File: src/rtl/ysyx_22050854_ifu_fetch.sv
// Instruction fetch: issues one AR/R read per PC, picks the 32-bit word and holds it in IF/ID.
// At most one read is in flight; no read is issued while IF/ID is valid.
module ysyx_22050854_ifu_fetch #(
  parameter logic [31:0] RESET_INST = 32'h00000013,
  parameter logic [31:0] ERR_INST   = 32'h00000000
) (
  input  logic        clk,
  input  logic        rst,
  input  logic [31:0] fetch_pc,
  input  logic        stall,
  input  logic        flush,
  output logic        mem_arvalid,
  output logic [31:0] mem_araddr,
  input  logic        mem_arready,
  input  logic        mem_rvalid,
  input  logic [63:0] mem_rdata,
  input  logic [1:0]  mem_rresp,
  output logic        mem_rready,
  output logic        if_id_valid,
  output logic [31:0] if_id_pc,
  output logic [31:0] if_id_inst,
  output logic        fetch_err
);

  typedef enum logic [1:0] {IDLE, REQ, WAIT} state_t;

  state_t      state, state_nxt;
  logic        arvalid_q, arvalid_nxt;
  logic [31:0] araddr_q, araddr_nxt;
  logic        rready_q, rready_nxt;
  logic        valid_q, valid_nxt;
  logic [31:0] pc_q, pc_nxt;
  logic [31:0] inst_q, inst_nxt;
  logic        err_q, err_nxt;
  logic        drop_q, drop_nxt;
  logic [31:0] req_pc_q, req_pc_nxt;

  always_ff @(posedge clk) begin
    if (rst) begin
      state     <= IDLE;
      arvalid_q <= 1'b0;
      araddr_q  <= 32'h0;
      rready_q  <= 1'b0;
      valid_q   <= 1'b0;
      pc_q      <= 32'h0;
      inst_q    <= RESET_INST;
      err_q     <= 1'b0;
      drop_q    <= 1'b0;
      req_pc_q  <= 32'h0;
    end else begin
      state     <= state_nxt;
      arvalid_q <= arvalid_nxt;
      araddr_q  <= araddr_nxt;
      rready_q  <= rready_nxt;
      valid_q   <= valid_nxt;
      pc_q      <= pc_nxt;
      inst_q    <= inst_nxt;
      err_q     <= err_nxt;
      drop_q    <= drop_nxt;
      req_pc_q  <= req_pc_nxt;
    end
  end

  always_comb begin
    state_nxt   = state;
    arvalid_nxt = arvalid_q;
    araddr_nxt  = araddr_q;
    rready_nxt  = rready_q;
    valid_nxt   = valid_q;
    pc_nxt      = pc_q;
    inst_nxt    = inst_q;
    err_nxt     = err_q;
    drop_nxt    = drop_q;
    req_pc_nxt  = req_pc_q;

    // IF/ID consume/flush; flush wins over stall
    if (flush) begin
      valid_nxt = 1'b0;
      err_nxt   = 1'b0;
      inst_nxt  = RESET_INST;
    end else if (valid_q && !stall) begin
      valid_nxt = 1'b0;
    end

    case (state)
      IDLE: begin
        if (!valid_q && !flush) begin
          if (fetch_pc[1:0] != 2'b00) begin
            valid_nxt = 1'b1;
            pc_nxt    = fetch_pc;
            inst_nxt  = ERR_INST;
            err_nxt   = 1'b1;
          end else begin
            req_pc_nxt  = fetch_pc;
            araddr_nxt  = {fetch_pc[31:3], 3'b000};
            arvalid_nxt = 1'b1;
            state_nxt   = REQ;
          end
        end
      end
      REQ: begin
        // a request already on the bus cannot be withdrawn; remember to drop its beat
        if (flush) drop_nxt = 1'b1;
        if (mem_arready) begin
          arvalid_nxt = 1'b0;
          rready_nxt  = 1'b1;
          state_nxt   = WAIT;
        end
      end
      WAIT: begin
        if (mem_rvalid) begin
          rready_nxt = 1'b0;
          state_nxt  = IDLE;
          drop_nxt   = 1'b0;
          if (!drop_q && !flush) begin
            valid_nxt = 1'b1;
            pc_nxt    = req_pc_q;
            if (mem_rresp == 2'b00) begin
              err_nxt  = 1'b0;
              inst_nxt = req_pc_q[2] ? mem_rdata[63:32] : mem_rdata[31:0];
            end else begin
              err_nxt  = 1'b1;
              inst_nxt = ERR_INST;
            end
          end
        end else if (flush) begin
          drop_nxt = 1'b1;
        end
      end
      default: state_nxt = IDLE;
    endcase
  end

  assign mem_arvalid = arvalid_q;
  assign mem_araddr  = araddr_q;
  assign mem_rready  = rready_q;
  assign if_id_valid = valid_q;
  assign if_id_pc    = pc_q;
  assign if_id_inst  = inst_q;
  assign fetch_err   = err_q;

endmodule

File: config.mk
export PLATFORM = sky130hd
export DESIGN_NAME = ysyx_22050854_ifu_fetch
export DESIGN_NICKNAME = d
export VERILOG_FILES = /design/src/rtl/ysyx_22050854_ifu_fetch.sv
export SDC_FILE = /design/constraint.sdc
export NUM_CORES = 1
export LEC_CHECK = 0
export CAP_MARGIN = 20
export CORE_ASPECT_RATIO = 0.8
export CORE_UTILIZATION = 35
export CTS_CLUSTER_DIAMETER = 200
export DETAILED_ROUTE_END_ITERATION = 7
export PLACE_DENSITY = 0.75
export SETUP_SLACK_MARGIN = 0.1
export SLEW_MARGIN = 20
export SYNTH_ARGS = -nofsm -noshare
export SYNTH_HDL_FRONTEND = slang
export SYNTH_SLANG_ARGS = --single-unit
File: constraint.sdc
create_clock -name clk -period 2.38 [get_ports clk]
set_input_delay 0.476 -clock clk [delete_from_list [all_inputs] [get_ports clk]]
set_output_delay 0.476 -clock clk [all_outputs]
set_load 0.02 [all_outputs]
==> metrics.txt, run 1 <==
# TYPE chip_impl_metric gauge
chip_impl_info{name="status",value="completed"} 1
chip_impl_metric{name="r2r_setup_slack",unit="ps"} 350
chip_impl_metric{name="power.static_leakage",unit="µW"} 0.00236
chip_impl_metric{name="seq_area",unit="µm²"} 2060
chip_impl_info{name="path_class",value="reg -> reg"} 1
chip_impl_info{name="cts_tree",value="built"} 1
chip_impl_metric{name="gates_resized_cts_repair",unit=""} 0
chip_impl_metric{name="path_max_fanout",unit=""} 26
chip_impl_metric{name="initial_antenna_violation_count",unit=""} 0
chip_impl_metric{name="routed_wirelength",unit="µm"} 12900
chip_impl_info{name="critical_path.endpoint_type",value="flip-flop"} 1
chip_impl_metric{name="drv_cap",unit=""} 0
chip_impl_metric{name="timing_hold_violations_final",unit=""} 0
chip_impl_metric{name="multi_input_comb_area",unit="µm²"} 2260
chip_impl_metric{name="postLayoutCoreUtil",unit="%"} 53.7
chip_impl_info{name="synth_top_family_by_area",value="compound AO/OA/AOI/OAI gates"} 1
chip_impl_metric{name="die_height",unit="µm"} 107
chip_impl_info{name="grt_setup_unrepaired",value="no"} 1
chip_impl_metric{name="post_route_setup_tns",unit="ps"} 0
chip_impl_metric{name="core.rowCount",unit=""} 37
chip_impl_metric{name="drt_pass1_iterations",unit=""} 4
chip_impl_metric{name="place_worst_setup_slack",unit="ps"} 86.9
chip_impl_metric{name="mappedNetlistArea",unit="µm²"} 4820
chip_impl_metric{name="synth-adder-area-share",unit="%"} 0.779
chip_impl_metric{name="clk_path_buf_depth",unit=""} 2
chip_impl_metric{name="fmax",unit="MHz"} 493
chip_impl_metric{name="drt-initial-drc-count",unit=""} 162
chip_impl_info{name="hold_start",value="rst"} 1
chip_impl_metric{name="hold_path_stages",unit=""} 2
chip_impl_metric{name="clk_pin_slew_worst_paths",unit="ps"} 70
chip_impl_metric{name="synth_area_per_cell",unit="µm²"} 9.84
chip_impl_metric{name="synth-edff-count",unit=""} 0
chip_impl_metric{name="post-dp-hpwl",unit="µm"} 9600
chip_impl_metric{name="ys_seq_area_share",unit="%"} 42.8
chip_impl_metric{name="routabilityCongestion",unit=""} 0.778
chip_impl_info{name="r2r-start",value="state[0]$_SDFFE_PP0P_"} 1
chip_impl_metric{name="tritoncts.num_buffers",unit=""} 9
chip_impl_info{name="setup.worst_path.start_class",value="flip-flop"} 1
chip_impl_metric{name="ios",unit=""} 204
chip_impl_metric{name="final-setup-viol-count",unit=""} 0
chip_impl_metric{name="synth_simple_gate_area_share",unit="%"} 11.1
chip_impl_metric{name="cts_setup_buffers",unit=""} 0
chip_impl_info{name="timing.hold.worst.class",value="in -> reg"} 1
chip_impl_info{name="rr_endpoint",value="if_id_inst[17]$_SDFF_PP0_"} 1
chip_impl_metric{name="postRouteAntennaNets",unit=""} 0
chip_impl_metric{name="worst_ep_required_time",unit="ps"} 2650
chip_impl_metric{name="cts-htree-levels",unit=""} 3
chip_impl_metric{name="powerDensity",unit="nW/µm²"} 638
chip_impl_metric{name="post_route_cells_drive_above_1_share",unit="%"} 12.5
chip_impl_metric{name="die-area",unit="µm²"} 14200
chip_impl_metric{name="final.setup.worst_slack",unit="ps"} 353
chip_impl_metric{name="synth_compound_area_share",unit="%"} 21.1
chip_impl_metric{name="finalNetCount",unit=""} 759
chip_impl_metric{name="synthMuxAreaShare",unit="%"} 13.6
chip_impl_metric{name="residual_drc",unit=""} 0
chip_impl_metric{name="buffer_ports.inserted",unit=""} 200
chip_impl_metric{name="number_of_global_route_vias_before_repair",unit=""} 4087
chip_impl_metric{name="wire_length_of_the_first_global_routing_pass",unit="µm"} 20700
chip_impl_info{name="cts_root_buf",value="sky130_fd_sc_hd__clkbuf_16"} 1
chip_impl_metric{name="total_power",unit="µW"} 4500
chip_impl_metric{name="ys_seq_elements",unit=""} 103
chip_impl_metric{name="synth_cell_types",unit=""} 41
chip_impl_metric{name="floorplan.initialDensity",unit="%"} 36.7
chip_impl_metric{name="final_max_slew_viol_count",unit=""} 0
chip_impl_metric{name="avgViaCountPerCell",unit=""} 4.83
chip_impl_metric{name="syn_to_final_growth",unit="%"} 46.5
chip_impl_metric{name="chipWidth",unit="µm"} 133
chip_impl_metric{name="core_area",unit="µm²"} 13100
chip_impl_metric{name="r2r_cells",unit=""} 8
chip_impl_metric{name="netlist_instances",unit=""} 490
chip_impl_metric{name="post_drt_wl_per_cell",unit="µm"} 15.5
chip_impl_info{name="synthFlopType",value="sky130_fd_sc_hd__dfxtp_1"} 1
chip_impl_metric{name="clkLatencyLatePin",unit="ps"} 340
chip_impl_metric{name="groute.usage.overall",unit="%"} 18.3
chip_impl_metric{name="timing.hold.ws",unit="ps"} 464
chip_impl_metric{name="asyncSetResetFlopFracSynth",unit="%"} 0
chip_impl_metric{name="globalRoute.totalOverflow",unit=""} 0
chip_impl_metric{name="synthXorXnorAreaFrac",unit="%"} 0
chip_impl_metric{name="postCtsHoldBufs",unit=""} 0
chip_impl_info{name="crit_start",value="state[0]$_SDFFE_PP0P_"} 1
chip_impl_info{name="whs_endpoint",value="if_id_pc[24]$_SDFFE_PP0P_"} 1
chip_impl_metric{name="synth.yosys.warnings",unit=""} 0
chip_impl_metric{name="grt_max_degree",unit=""} 61
chip_impl_metric{name="timing.final.crit_period",unit="ps"} 2030
chip_impl_metric{name="antenna_cells_inserted",unit=""} 0
chip_impl_metric{name="cts.sink_count",unit=""} 103
chip_impl_metric{name="via_count",unit=""} 4018
chip_impl_metric{name="max-vdd-ir-drop",unit="mV"} 0.389
chip_impl_metric{name="skew",unit="ps"} 7.18
chip_impl_metric{name="critical_path_arrival",unit="ps"} 2300
chip_impl_metric{name="post-route-period-util",unit="%"} 85.2
chip_impl_metric{name="final.fill_count",unit=""} 1169
area by class of cell:
| cell class | instances | area share, % |
|---|---|---|
| Inverter | 3 | 0.160 |
| Clock inverter | 7 | 1.12 |
| Sequential cell | 103 | 29.2 |
| Multi-Input combinational cell | 316 | 32.0 |
| Clock buffer | 9 | 3.19 |
| Tap cell | 175 | 3.10 |
| Timing Repair Buffer | 219 | 31.2 |
critical path: stages (launching register included):
cell                        delay (ps)
sky130_fd_sc_hd__dfxtp_1           330
sky130_fd_sc_hd__inv_1             100
sky130_fd_sc_hd__ha_2              460
sky130_fd_sc_hd__buf_4             320
sky130_fd_sc_hd__nand4bb_4         160
sky130_fd_sc_hd__nor2_1            110
sky130_fd_sc_hd__nand2_1            60
sky130_fd_sc_hd__buf_4             220
sky130_fd_sc_hd__o2bb2ai_1         170
state kept, by name, summed over array words and instances (netlist names):
name and flops:
if_id_inst 32, if_id_pc 32, req_pc_q 32, state 2
drop_q 1, fetch_err 1, if_id_valid 1, mem_arvalid 1
mem_rready 1
where the power goes:
part           internal, µW  switching [µW]  leakage, µW
Combinational           551             537      0.00138
Clock                   829             679     0.000144
Sequential             1830            71.2     0.000840
Total                  3210            1290      0.00236
cells in the mapped netlist (2+ instances only):
master	number	share of area, %
sky130_fd_sc_hd__a211oi_2	32	8.3
sky130_fd_sc_hd__a311oi_1	2	0.36
sky130_fd_sc_hd__inv_1	3	0.23
sky130_fd_sc_hd__nand2_1	70	5.5
sky130_fd_sc_hd__ha_1	3	0.78
sky130_fd_sc_hd__o21ai_0	8	0.83
sky130_fd_sc_hd__nor2_1	41	3.2
sky130_fd_sc_hd__nor2b_1	2	0.26
sky130_fd_sc_hd__buf_2	8	0.83
sky130_fd_sc_hd__dfxtp_1	103	43
sky130_fd_sc_hd__mux2i_1	60	12
sky130_fd_sc_hd__buf_4	39	6.1
sky130_fd_sc_hd__a21oi_1	39	4.0
sky130_fd_sc_hd__o2bb2ai_1	26	4.7
sky130_fd_sc_hd__clkbuf_1	12	0.93
sky130_fd_sc_hd__buf_6	9	2.1
sky130_fd_sc_hd__nor3b_1	2	0.31
sky130_fd_sc_hd__o21a_1	2	0.31
sky130_fd_sc_hd__and2_1	3	0.39
sky130_fd_sc_hd__mux2_2	5	1.2
per-layer routing:
layer | up-vias | global-route usage [%] | share of wire [%]
li1 | 2006 | - | -
met1 | 1887 | 22.9 | 44
met2 | 108 | 30.6 | 49
met3 | 17 | 4.44 | 4.7
met4 | 0 | 6.74 | 1.7
met5 | - | 0 | 0
worst max path at each step:
stage	endpoint	slack (ps)
after floorplan	if_id_pc[0]$_SDFFE_PP0P_	710
after global placement	if_id_pc[26]$_SDFFE_PP0P_	180
after detailed placement	if_id_pc[28]$_SDFFE_PP0P_	90
after CTS	if_id_inst[20]$_SDFF_PP0_	310
after global routing	if_id_inst[13]$_SDFF_PP0_	200
final	if_id_inst[17]$_SDFF_PP0_	350
logic make-up after synthesis:
family                   Yosys count
AND/OR/NAND/NOR                  124
multiplexers                      65
adder cells (fa/ha/maj)            3
buffers and inverters             73
other                              1
AO/OA/AOI/OAI                    121
flip-flops                       103
per-stage QoR:
| stage | std cells | cell area (µm²) |
|---|---|---|
| floorplan | 492 | 4830 |
| global placement | 816 | 6760 |
| detailed placement | 816 | 6760 |
| CTS | 832 | 7060 |
| global route | 832 | 7060 |
| finish | 832 | 7060 |
placed cells by master, fill, tap and decap left out, types with 3 or more instances in the layout:
master                            synthesis  routed
sky130_fd_sc_hd__and2_1                   3       3
sky130_fd_sc_hd__a211oi_2                32      32
sky130_fd_sc_hd__nor2_1                  41      41
sky130_fd_sc_hd__nand2_1                 70      70
sky130_fd_sc_hd__o21ai_0                  8       8
sky130_fd_sc_hd__conb_1                   1       3
sky130_fd_sc_hd__buf_12                   0       5
sky130_fd_sc_hd__dfxtp_1                103     102
sky130_fd_sc_hd__buf_4                   39      15
sky130_fd_sc_hd__mux2i_1                 60      60
sky130_fd_sc_hd__a21oi_1                 39      39
sky130_fd_sc_hd__clkdlybuf4s50_1          0     199
sky130_fd_sc_hd__inv_1                    3       3
sky130_fd_sc_hd__o2bb2ai_1               26      26
sky130_fd_sc_hd__mux2_2                   5       5
sky130_fd_sc_hd__clkbuf_16                0       9
(Power assumes the default switching activity.)
==> run 2, diff against run 1 <==
--- a/config.mk
+++ b/config.mk
@@ -5,12 +5,13 @@
 export SDC_FILE = /design/constraint.sdc
 export NUM_CORES = 1
 export LEC_CHECK = 0
+export ABC_AREA = 1
 export CAP_MARGIN = 20
 export CORE_ASPECT_RATIO = 0.8
 export CORE_UTILIZATION = 35
 export CTS_CLUSTER_DIAMETER = 200
 export DETAILED_ROUTE_END_ITERATION = 7
-export PLACE_DENSITY = 0.75
+export PLACE_DENSITY = 0.72
 export SETUP_SLACK_MARGIN = 0.1
 export SLEW_MARGIN = 20
 export SYNTH_ARGS = -nofsm -noshare
==> metrics.txt, run 2 <==
# TYPE chip_impl_metric gauge
chip_impl_metric{name="mappedNetlistArea",unit="µm²"} 5700
chip_impl_info{name="status",value="completed"} 1
chip_impl_metric{name="ios",unit=""} 204
chip_impl_info{name="cts_tree",value="built"} 1
chip_impl_metric{name="critical_path.max_stage_delay",unit="ps"} 320
chip_impl_metric{name="drv_cap",unit=""} 0
chip_impl_metric{name="initial_antenna_violation_count",unit=""} 0
chip_impl_metric{name="total_power",unit="µW"} 4480
chip_impl_metric{name="syn_to_final_growth",unit="%"} 40.2
chip_impl_metric{name="globalRoute.totalOverflow",unit=""} 0
chip_impl_metric{name="die-area",unit="µm²"} 16800
chip_impl_info{name="cts_root_buf",value="sky130_fd_sc_hd__clkbuf_16"} 1
chip_impl_metric{name="timing_hold_violations_final",unit=""} 0
chip_impl_metric{name="ys_seq_elements",unit=""} 103
chip_impl_info{name="critical_path.endpoint_type",value="flip-flop"} 1
chip_impl_metric{name="clk_pin_slew_worst_paths",unit="ps"} 70
chip_impl_metric{name="synth_cell_types",unit=""} 33
chip_impl_metric{name="synth.yosys.warnings",unit=""} 0
chip_impl_metric{name="power.static_leakage",unit="µW"} 0.00336
chip_impl_metric{name="groute.usage.overall",unit="%"} 20.3
chip_impl_metric{name="postCtsHoldBufs",unit=""} 0
chip_impl_metric{name="fmax",unit="MHz"} 497
chip_impl_metric{name="post_drt_wl_per_cell",unit="µm"} 13.5
chip_impl_metric{name="netlist_instances",unit=""} 881
chip_impl_info{name="crit_start",value="state[0]$_SDFFE_PP0P_"} 1
chip_impl_metric{name="synth-edff-count",unit=""} 0
chip_impl_metric{name="drt_pass1_iterations",unit=""} 5
chip_impl_metric{name="die_height",unit="µm"} 116
chip_impl_metric{name="floorplan.initialDensity",unit="%"} 35.9
chip_impl_metric{name="worst_pin_slew",unit="ps"} 671
chip_impl_metric{name="finalNonFillerCells",unit=""} 1252
chip_impl_metric{name="synth_area_per_cell",unit="µm²"} 6.47
chip_impl_metric{name="maxSlewHeadroom",unit="%"} 55.2
chip_impl_metric{name="cts.sink_count",unit=""} 103
chip_impl_metric{name="residual_drc",unit=""} 0
chip_impl_info{name="yosysMostFrequentCell",value="sky130_fd_sc_hd__nand2_1"} 1
chip_impl_metric{name="critical_path_arrival",unit="ps"} 2280
chip_impl_metric{name="final-setup-viol-count",unit=""} 0
chip_impl_info{name="layout_common_cells",value="sky130_fd_sc_hd__nand2_1 (276), sky130_fd_sc_hd__clkdlybuf4s50_1 (200), sky130_fd_sc_hd__nor2_1 (159), sky130_fd_sc_hd__dfxtp_1 (103), sky130_fd_sc_hd__nand3_1 (59)"} 1
chip_impl_metric{name="avgViaCountPerCell",unit=""} 4.65
chip_impl_metric{name="powerDensity",unit="nW/µm²"} 561
chip_impl_info{name="hold_start",value="req_pc_q[1]$_SDFFE_PP0P_"} 1
chip_impl_metric{name="wire_length_of_the_first_global_routing_pass",unit="µm"} 26800
chip_impl_metric{name="timing.final.crit_period",unit="ps"} 2010
chip_impl_metric{name="drt-initial-drc-count",unit=""} 350
chip_impl_info{name="grt_setup_unrepaired",value="no"} 1
chip_impl_info{name="path_class",value="reg -> reg"} 1
chip_impl_metric{name="tritoncts.num_buffers",unit=""} 9
chip_impl_metric{name="post-route-period-util",unit="%"} 84.5
chip_impl_metric{name="core_area",unit="µm²"} 15900
chip_impl_metric{name="skew",unit="ps"} 6.49
chip_impl_metric{name="synth_top_cell_area_share",unit="%"} 36.2
chip_impl_metric{name="chipWidth",unit="µm"} 145
chip_impl_metric{name="timing.hold.ws",unit="ps"} 462
chip_impl_metric{name="post_route_cells_drive_above_1_share",unit="%"} 7.04
chip_impl_metric{name="final_max_slew_viol_count",unit=""} 0
chip_impl_info{name="post_synth_main_area_contributors",value="sky130_fd_sc_hd__dfxtp_1 (36%), sky130_fd_sc_hd__nand2_1 (18%), sky130_fd_sc_hd__nor2_1 (11%)"} 1
chip_impl_metric{name="finalNetCount",unit=""} 1139
chip_impl_info{name="critPathTopFamily",value="simple AND/OR/NAND/NOR gates"} 1
chip_impl_metric{name="ys_seq_area_share",unit="%"} 36.2
chip_impl_metric{name="grt_max_degree",unit=""} 68
chip_impl_metric{name="clkLatencyLatePin",unit="ps"} 340
chip_impl_metric{name="antenna_cells_inserted",unit=""} 0
chip_impl_info{name="timing.hold.worst.class",value="reg -> reg"} 1
chip_impl_metric{name="routed_wirelength",unit="µm"} 16900
chip_impl_metric{name="postRouteAntennaNets",unit=""} 0
chip_impl_info{name="synth_largest_area_cell",value="sky130_fd_sc_hd__dfxtp_1"} 1
chip_impl_info{name="synthTopCellsByCount",value="sky130_fd_sc_hd__nand2_1 (276), sky130_fd_sc_hd__nor2_1 (160), sky130_fd_sc_hd__dfxtp_1 (103)"} 1
chip_impl_metric{name="cts-htree-levels",unit=""} 3
chip_impl_metric{name="worst_ep_required_time",unit="ps"} 2650
chip_impl_info{name="layout.cells.most_common",value="sky130_fd_sc_hd__nand2_1"} 1
chip_impl_metric{name="core.rowCount",unit=""} 41
chip_impl_info{name="synthFlopType",value="sky130_fd_sc_hd__dfxtp_1"} 1
chip_impl_metric{name="asyncSetResetFlopFracSynth",unit="%"} 0
chip_impl_metric{name="clk_path_buf_depth",unit=""} 2
chip_impl_info{name="series_of_cell_instances_along_the_critical_path",value="inv_1 > ha_2 > buf_4 > nand2_4 > nor2_4 > inv_4 > nand3_1 > nand2_1 > a21oi_1"} 1
chip_impl_metric{name="number_of_global_route_vias_before_repair",unit=""} 5365
chip_impl_metric{name="timing.critical_path.buf_inv",unit=""} 3
chip_impl_metric{name="buffer_ports.inserted",unit=""} 200
chip_impl_info{name="r2r-start",value="state[0]$_SDFFE_PP0P_"} 1
chip_impl_metric{name="path_max_fanout",unit=""} 33
chip_impl_info{name="timing.critical_path.slowest_stage_cell",value="sky130_fd_sc_hd__dfxtp_1"} 1
chip_impl_metric{name="max-vdd-ir-drop",unit="mV"} 0.392
chip_impl_metric{name="post-dp-hpwl",unit="µm"} 11800
chip_impl_metric{name="routabilityCongestion",unit=""} 0.799
chip_impl_info{name="setup.worst_path.start_class",value="flip-flop"} 1
chip_impl_metric{name="via_count",unit=""} 5824
chip_impl_metric{name="post-place-cells",unit=""} 1235
[run 2: cell types whose count changed after synthesis, moves of 32 or more]
cell | previous run | this run
sky130_fd_sc_hd__nand2_1 | 70 | 276
sky130_fd_sc_hd__nor2_1 | 41 | 160
sky130_fd_sc_hd__mux2i_1 | 60 | 0
sky130_fd_sc_hd__nand3_1 | 0 | 59
sky130_fd_sc_hd__inv_1 | 3 | 40
sky130_fd_sc_hd__a211oi_2 | 32 | 0
[run 2: area by class of cell]
| type | count | area [µm²] |
|---|---|---|
| Inverter | 47 | 179 |
| Multi-Input combinational cell | 648 | 2950 |
| Fill cell | 1613 | 7870 |
| Clock buffer | 9 | 225 |
| Clock inverter | 7 | 80.1 |
| Sequential cell | 103 | 2060 |
| Timing Repair Buffer | 223 | 2220 |
| Tap cell | 215 | 269 |
[run 2: logic make-up after synthesis]
group                    synth area share, %
AO/OA/AOI/OAI                           12.4
AND/OR/NAND/NOR                         38.2
buffers and inverters                   12.5
adder cells (fa/ha/maj)                0.659
flip-flops                              36.2
other                                 0.0658
[run 2: worst paths after layout]
path	endpoint	slack, ps	cells after the start
setup / recovery	if_id_inst[2]$_SDFF_PP0_	370	9
hold / removal	req_pc_q[1]$_SDFFE_PP0P_	460	2
setup reg to reg	if_id_inst[2]$_SDFF_PP0_	370	9
hold reg to reg	req_pc_q[1]$_SDFFE_PP0P_	460	2
[run 2: repair_timing]
action,in CTS,in global routing
setup endpoints to repair,0,32
resized for setup,0,1
setup buffers,0,0
[run 2: layer usage]
metal | wire length, µm | vias to the layer above | GRT usage (%)
met5 | 0 | - | 0
met4 | 216 | 0 | 5.47
met3 | 1090 | 14 | 5.17
met2 | 7660 | 177 | 32.4
met1 | 7930 | 2601 | 27.2
li1 | - | 3032 | -
[run 2: power breakdown]
part	switching (µW)	internal, µW	total (µW)	leakage, µW
logic	571	495	1070	0.00237
clock network	689	830	1520	0.000148
registers	65.6	1830	1890	0.000842
total	1330	3150	4480	0.00336
[run 2: through the flow]
step           setup TNS [ps]  worst slack (ps)  utilization (%)  area [µm²]
3_3_place_gp                0              39.4             48.4        7670
4_1_cts                     0               157             50.3        7980
6_report                    0               369             50.4        7990
3_5_place_dp            -72.7             -16.2             48.4        7670
5_1_grt                     0               160             50.4        7990
2_1_floorplan               0               798                -        5710
[run 2: worst register-to-register path, stage by stage (launching register included)]
cell	delay [ps]
sky130_fd_sc_hd__dfxtp_1	320
sky130_fd_sc_hd__inv_1	80
sky130_fd_sc_hd__ha_2	250
sky130_fd_sc_hd__buf_4	310
sky130_fd_sc_hd__nand2_4	150
sky130_fd_sc_hd__nor2_4	220
sky130_fd_sc_hd__inv_4	200
sky130_fd_sc_hd__nand3_1	210
sky130_fd_sc_hd__nand2_1	70
sky130_fd_sc_hd__a21oi_1	130
